`src/rtl/bne_instruction.sv`:
```
// Branch-if-not-equal next-PC resolver: registers branch_addr when r2 != r3, else pc_next.
// Latency: 1 cycle from an in_valid edge to pc/taken/out_valid.
// Backpressure: none; a resolve is accepted on every edge with in_valid=1.
//
// Optional feature macro: BNE_TAKEN_CNT_EN (adds the saturating taken_cnt output).
//
// Ports:
//   clk          rising-edge clock
//   rst          synchronous active-high reset, wins over in_valid
//   in_valid     operands/addresses valid; resolve on this edge
//   r2, r3       compare operands (full-width unsigned compare)
//   branch_addr  target PC when r2 != r3
//   pc_next      fall-through PC when r2 == r3
//   pc           resolved program counter (registered)
//   out_valid    pc was updated by a resolve on the previous edge
//   taken        the last resolve took the branch
//   taken_cnt    saturating taken-branch count (BNE_TAKEN_CNT_EN only)
module bne_instruction #(
   parameter int               WIDTH    = 19,
   parameter logic [WIDTH-1:0] RESET_PC = '0
) (
   input  logic             clk,
   input  logic             rst,
   input  logic             in_valid,
   input  logic [WIDTH-1:0] r2,
   input  logic [WIDTH-1:0] r3,
   input  logic [WIDTH-1:0] branch_addr,
   input  logic [WIDTH-1:0] pc_next,
   output logic [WIDTH-1:0] pc,
   output logic             out_valid,
   output logic             taken
`ifdef BNE_TAKEN_CNT_EN
   ,
   output logic [15:0]      taken_cnt
`endif
);

   // Full-width bitwise compare; no sign interpretation of the operands.
   logic not_equal;
   assign not_equal = (r2 != r3);

   // pc and taken hold across idle cycles; only out_valid drops.
   always_ff @(posedge clk) begin
      if (rst) begin
         pc        <= RESET_PC;
         out_valid <= 1'b0;
         taken     <= 1'b0;
      end else if (in_valid) begin
         pc        <= not_equal ? branch_addr : pc_next;
         out_valid <= 1'b1;
         taken     <= not_equal;
      end else begin
         out_valid <= 1'b0;
      end
   end

`ifdef BNE_TAKEN_CNT_EN
   // Sticks at all-ones rather than wrapping so a long run never reads as few branches.
   always_ff @(posedge clk) begin
      if (rst) begin
         taken_cnt <= 16'd0;
      end else if (in_valid && not_equal && (taken_cnt != 16'hFFFF)) begin
         taken_cnt <= taken_cnt + 16'd1;
      end
   end
`endif

endmodule

```
`config.mk`:
```
export PLATFORM = sky130hd
export DESIGN_NAME = bne_instruction
export DESIGN_NICKNAME = d
export VERILOG_FILES = /design/src/rtl/bne_instruction.sv
export SDC_FILE = /design/constraint.sdc
export NUM_CORES = 1
export LEC_CHECK = 0
export ABC_AREA = 1
export BUFFER_PORTS_ARGS = -buffer_cell sky130_fd_sc_hd__buf_2
export CAP_MARGIN = 20
export CELL_PAD_IN_SITES_DETAIL_PLACEMENT = 1
export CELL_PAD_IN_SITES_GLOBAL_PLACEMENT = 2
export CORE_MARGIN = 8
export CORE_UTILIZATION = 21
export DETAILED_ROUTE_END_ITERATION = 6
export PLACE_DENSITY_LB_ADDON = 0.12
export SETUP_SLACK_MARGIN = 0.02
export SLEW_MARGIN = 20
export SYNTH_ARGS = -nofsm -noshare
export SYNTH_HDL_FRONTEND = slang
export SYNTH_SLANG_ARGS = --single-unit
```
`constraint.sdc`:
```
create_clock -name clk -period 2.4 [get_ports clk]
set_input_delay 0.12 -clock clk [delete_from_list [all_inputs] [get_ports clk]]
set_output_delay 0.12 -clock clk [all_outputs]
set_load 0.1 [all_outputs]
```
* Yosys cells after proc, flatten, opt, wreduce, memory -nomap -nowiden
Cells that the tools add are included.
Storage, ports and cells: register bits after elaboration 21, logic and storage cells 6
Cells by class: equality and inequality tests 1, muxes and demuxes 2
Operators with widths (number):
- 19-bit two-way mux | 1
- 19-bit inequality test | 1
- 1-bit two-way mux | 1

* Longest topological paths before layout
Gate-level depths: netlist (run 1).
word-level depth 2, depth in mapped cells 11

* Worst setup path after synthesis (run 1)
Ideal clock, no wire load.
path type reg2reg, start point reg, netlist name pc[6], end point reg pc[6], arrival 1226 ps, library setup time 67 ps, path buffers 0, data required time 2333 ps, setup slack 1107 ps, stages on the path, launching flop included 3, cell sequence dfxtp_1 nand2_1 a21oi_2
RTL lines:
- to (signal assigned) | line 49 | pc <= not_equal ? branch_addr : pc_next;
- to (decl) | line 29 | output logic [WIDTH-1:0] pc,

* Final worst setup path (run 1)
start point in r3[18], end point reg pc[11]
On the way: longest elaborated chain between the ends 2
RTL lines:
- from (decl) | line 26 | input logic [WIDTH-1:0] r3,
- 19-bit inequality test | line 40 | assign not_equal = (r2 != r3);
- 19-bit two-way mux | line 49
Every way passes these cells. A chain may end at the register's enable or synchronous reset.

==> reports/metrics.cfg, run 1 <==
[logic_synthesis]
yosysWarnings=0
synth_top_family_by_area=simple AND/OR/NAND/NOR gates
synth-xor-area-share_pct=3.46
synth-simple-area-share_pct=38.8
synth_fa_ha_area_share_pct=0
synth_nets=335
synth.distinct_cells=15
synth_seq_cells=21
syn_inst=256
synth_area_um2=1520
syn_area_per_cell_um2=5.93
synthMuxAreaShare_pct=0
synth_compound_area_share_pct=7.08
ys_seq_area_share_pct=27.7

[clock_tree]
clock_latency_ns=0.26
cts_made_buffers=3
h-tree-depth=1
cts.sinks=21
ctsHoldBuffers=0
cts_tree=done
cts-root-buf=clkbuf_8
cts_max_path_buffers=2
clk_pin_slew_ns=0.08
cts-resized-gates=0
postCtsSetupRepairBufs=0

[sta]
tightest_slew_ns=0.718
setup_viol=0
fmax_mhz=782
period_needed_ns=1.28
setup-tns-final_ns=0
drv_slew=0
finalCritPeriodShare_pct=53.3
finalWorstSetupSlack_ns=1.12
finalHoldViolations=0
fin_skew_ns=0
rsz0062_at_grt=false
slew-limit-headroom_pct=52.1

[drt]
vias_per_cell=4.07
firstDrtPassIters=4
ant_nets=0
routed_wl_um=5760
vias=1821
post_drt_wl_per_cell_um=12.9
drt_iter0_markers=60
drc=0

[worst_setup_path]
cp_num_buf_inv=1
cp.depth=10
r2r_start=pc[11]$_SDFFE_PP0P_
ff2ff_path_depth=2
cp_top_family=simple AND/OR/NAND/NOR gates
cp-startpoint=r3[18]
r2r_end=pc[11]$_SDFFE_PP0P_
crit_path_end_kind=register
path_max_fanout=20
critPathRequiredTime_ns=2.59
cp-start-kind=input port
slowest_stage=nand3_2
crit_top_cell=nor2_1
cpPeakStageDelay_ns=0.39
worst-r2r-setup-slack_ns=1.76
crit_end=pc[11]$_SDFFE_PP0P_
path_cells=buf_2 -> nor2_1 -> nor2_1 -> nor2_1 -> nand2_1 -> nor2_2 -> nand3_2 -> nand2_1 -> nand3_1 -> a21oi_1
crit_type=input port to register
worst-endpoint-arrival_ns=1.47

[placement]
hpwl_um=4470
port_buffers=99
gp_congestion=0.713
place_area_um2=2040
pre_cts_slack_ns=0.777
dp.cells=443

[power]
power.density_nw_per_um2=462
ir_worst_vdd_mv=0.141
p_leak_nw=1.27
total_power_w=0.000963

[worst_hold_path]
worstHoldStart=branch_addr[5]
hold_class=input port to register

[floorplan]
std_cell_rows=31
die-area_um2=10200
chipWidth_um=101
initial_core_util_pct=21.3
die_height_um=101
io_pins=100
fp.coreArea_um2=7140

[grt]
grt_pass1_vias=1951
grt_start_max_net_pins=22
antenna_found_initial=0
grt_pass1_wl_um=9430
grt_usage_pct=11.6
grt_overflow_total=0

[cells_and_area]
fin_nets=428
diodes=0
area_growth_pct=37.3
drive_above_1_share_pct=31.9
final_cells=447
post-route-cell-area_um2=2090

[job]
drv_cap=0

[status]
status=completed

## power by group
| part | internal, W | switching, W |
|---|---|---|
| Sequential | 0.000368 | 0.00000919 |
| Combinational | 0.000101 | 0.000243 |
| Clock | 0.000118 | 0.000124 |
## sequential cells by signal (all words and copies together), names as in the netlist
name / cells
pc: 19
out_valid: 1
taken: 1
## per-layer routing
metal,up-vias,GRT usage [%],wire [µm]
li1,961,-,-
met1,807,13.0,2570
met2,51,20.2,2690
met3,2,4.63,479
met4,0,1.72,25
met5,-,0,0
## placed cells by master (no fill, tap or decap), drive strengths merged
master,count
nand3,21
xor2,1
clkbuf,4
xnor2,5
buf,102
nand4,19
a21oi,20
dfxtp,21
nand2,76
inv,61
nor2,18
## worst register-to-register path, cell delays in order (launching register included)
cell and delay, ns:
dfxtp_1 0.34, nand2_1 0.06, a21oi_1 0.18
## cells in the mapped netlist, drive strengths merged
master	number	share of area (%)
clkbuf	4	0.99
nand2	76	19
buf	10	6.9
dfxtp	21	28
inv	61	15
xnor2	5	2.9
a21oi	20	7.1
nand3	21	7.2
xor2	1	0.58
nor2	18	4.9
nand4	19	7.8
## kinds of logic after synthesis
kind of cell,count (synthesis)
compound gates,20
flops,21
buf+inv,75
simple gates,134
xor+xnor,6
## per-stage QoR
| step | hold WS (ns) | utilization (%) |
|---|---|---|
| after floorplan | 0.182 | - |
| after global placement | 0.453 | 28.6 |
| after detailed placement | 0.452 | 28.6 |
| after CTS | 0.185 | 29.2 |
| after global routing | 0.210 | 29.2 |
| final | 0.186 | 29.2 |
## area by class of cell
type                    count  area (µm²)
repair buffers            102         518
multi-input cells         160         749
inverters                  61         229
clock buffers               4        45.0
well taps                  99         124
flip-flops and latches     21         420
fillers                   984        5050
## worst min-delay path by stage
stage | endpoint | depth (start not counted)
6_report | pc[5]$_SDFFE_PP0P_ | 5
5_1_grt | pc[10]$_SDFFE_PP0P_ | 5
4_1_cts | pc[5]$_SDFFE_PP0P_ | 5
3_5_place_dp | pc[7]$_SDFFE_PP0P_ | 2
3_3_place_gp | pc[17]$_SDFFE_PP0P_ | 2
2_1_floorplan | pc[16]$_SDFFE_PP0P_ | 1
No activity file was read; power rests on OpenSTA's default activity.
==> inputs of run 2 (changes only) <==
- CORE_UTILIZATION: 21 -> 19
- clock period: 2.4 -> 1.2 ns (I/O delays scaled with it)
==> run 2 against run 1 <==
Against the previous run: flip-flop and latch count did not move; non-clock buffer count rose by 6; final area rose by 5.4%; clock power rose by 95%; cell count rose by 2.0%; critical endpoint is now pc[0]; highest routed layer is now met5; setup slack got worse by 1.0 ns.
==> reports/metrics.cfg, run 2 (synthesized netlist as in run 1, its figures left out) <==
[status]
status=completed

[drt]
vias=1851  ; +1.6%
routed_wl_um=5890  ; +2.2%
ant_nets=0  ; unchanged
firstDrtPassIters=4  ; unchanged
drc=0  ; unchanged
vias_per_cell=4.06  ; -0.36%
post_drt_wl_per_cell_um=12.9  ; +0.14%
drt_iter0_markers=19  ; -68%

[power]
p_switching_w=0.000750  ; +99%
internal_power_w=0.00119  ; +100%
ir_worst_vdd_mv=0.418  ; +200%
power.density_nw_per_um2=883  ; +91%
clkPwrFrac_pct=24.4  ; -0.8 points
p_leak_nw=1.32  ; +3.8%
p_sw_share_pct=38.6  ; -0.44 points
total_power_w=0.00194  ; +100%
combPwrFrac_pct=36.4  ; +0.7 points
pwr-share-seq_pct=39.3  ; +0.2 points

[floorplan]
std_cell_rows=32  ; +3.2%
die-area_um2=11100  ; +8.8%
io_pins=100  ; unchanged
chipWidth_um=105  ; +4.3%
initial_core_util_pct=19.7  ; -1.6 points
fp.coreArea_um2=7730  ; +8.3%
die_height_um=105  ; +4.3%

[clock_tree]
clock_latency_ns=0.26  ; about the same
cts.sinks=21  ; unchanged
cts_max_path_buffers=2  ; unchanged
cts_made_buffers=3  ; unchanged
postCtsSetupRepairBufs=0  ; unchanged
clk_pin_slew_ns=0.08  ; about the same
cts-root-buf=clkbuf_8
cts_tree=done
h-tree-depth=1  ; unchanged

[cells_and_area]
drive_above_1_share_pct=39.3  ; +7.4 points
area_growth_pct=44.7
final_common_cell=buf_2
largest_reg_flops=19  ; unchanged
fin_nets=434  ; +1.4%
largest_register=pc
top_regs=pc: 19 flops, out_valid: 1 flops, taken: 1 flops
mostFrequentLayoutCells=99 x buf_2, 76 x nand2_1, 61 x inv_1, 20 x dfxtp_2
nFillCells=1045  ; +6.2%
diodes=0  ; unchanged

[sta]
slew-limit-headroom_pct=67.0  ; +15 points
tightest_slew_ns=0.499  ; -0.218 ns
setup-tns-final_ns=0  ; unchanged
period_needed_ns=1.09
setup_viol=0  ; unchanged
fin_skew_ns=0  ; unchanged
drv_slew=0  ; unchanged
finalHoldViolations=0  ; unchanged
finalCritPeriodShare_pct=91.2
rsz0062_at_grt=true
fmax_mhz=914

[worst_hold_path]
holdPathStages=5  ; unchanged
hold_class=input port to register

[worst_setup_path]
cp_num_buf_inv=1  ; unchanged
path_cells=buf_2
slowest_stage=buf_2
critPathRequiredTime_ns=1.14  ; -1.45 ns
path_max_fanout=2  ; -90%
cp_top_family=buffers and inverters
ff2ff_path_depth=2  ; unchanged
crit_type=register to output pin
crit_end=pc[0]
cp-startpoint=pc[0]$_SDFFE_PP0P_
r2r_start=pc[12]$_SDFFE_PP0P_
r2r_end=pc[12]$_SDFFE_PP0P_
cp.depth=1  ; -9
worst-endpoint-arrival_ns=1.03  ; -0.44 ns
cp-start-kind=register
cpPeakStageDelay_ns=0.43  ; +0.04 ns
worst-r2r-setup-slack_ns=0.59  ; -1.17 ns
crit_path_end_kind=output pin

[grt]
grt_pass1_wl_um=9760  ; +3.6%
grt_start_max_net_pins=22  ; unchanged
antenna_found_initial=1  ; +1
grt_usage_pct=10.5  ; -1.0 points
grt_overflow_total=0  ; unchanged
grt_pass1_vias=2000  ; +2.5%

[placement]
port_buffers=99  ; unchanged
hpwl_um=4860  ; +8.7%
gp_congestion=0.696  ; -2.3%

[job]
drv_cap=0  ; unchanged

## run 2: cell types whose count changed in the layout (fill, tap and decap cells not counted), sizes merged
cell	before	now
buf	102	108
## run 2: area by class of cell
| class | count | area (µm²) | share of cell area [%] |
|---|---|---|---|
| clock buffer | 4 | 45.0 | 2.05 |
| sequential | 21 | 445 | 20.3 |
| multi-input combinational | 160 | 763 | 34.7 |
| inverter | 61 | 229 | 10.4 |
| timing repair buffer | 108 | 588 | 26.8 |
| tap | 102 | 128 | 5.81 |
## run 2: worst min-delay path by stage
stage,to,slack (ns),startpoint
after floorplan,pc[16]$_SDFFE_PP0P_,0.12,rst
after global placement,pc[1]$_SDFFE_PP0P_,0.40,branch_addr[1]
after detailed placement,pc[3]$_SDFFE_PP0P_,0.41,branch_addr[3]
after CTS,pc[14]$_SDFFE_PP0P_,0.13,branch_addr[14]
after global routing,pc[10]$_SDFFE_PP0P_,0.14,branch_addr[10]
final,pc[3]$_SDFFE_PP0P_,0.13,branch_addr[3]
## run 2: stage by stage
stage	setup slack, ns	std cells	instance area, µm²	hold slack [ns]	util (%)
2_1_floorplan	0.133	256	1540	0.115	-
3_3_place_gp	-0.193	452	2140	0.404	27.7
3_5_place_dp	-0.226	452	2140	0.409	27.7
4_1_cts	0.0564	456	2180	0.130	28.3
5_1_grt	0.0150	456	2200	0.138	28.4
6_report	0.106	456	2200	0.131	28.4
## run 2: repair_timing
| item | 4_1_cts | 5_1_grt |
|---|---|---|
| hold buffers | 0 | 0 |
| setup endpoints to repair | 0 | 19 |
| gates resized for setup | 0 | 3 |
## run 2: power by group through the flow
stage | registers, W | logic [W] | clock network (W)
floorplan | 0.00106 | 0.000204 | 0
detailed placement | 0.000779 | 0.000715 | 0
CTS | 0.000763 | 0.000717 | 0.000494
global placement | 0.000779 | 0.000710 | 0
global route | 0.000766 | 0.000771 | 0.000534
finish | 0.000762 | 0.000706 | 0.000473
## run 2: per-layer routing
metal | GRT usage (%) | vias to the layer above | wire length (µm)
met3 | 4.32 | 4 | 458
met1 | 12.5 | 818 | 2630
li1 | - | 971 | -
met4 | 0.917 | 2 | 14
met5 | 0 | - | 13
met2 | 17.8 | 56 | 2770
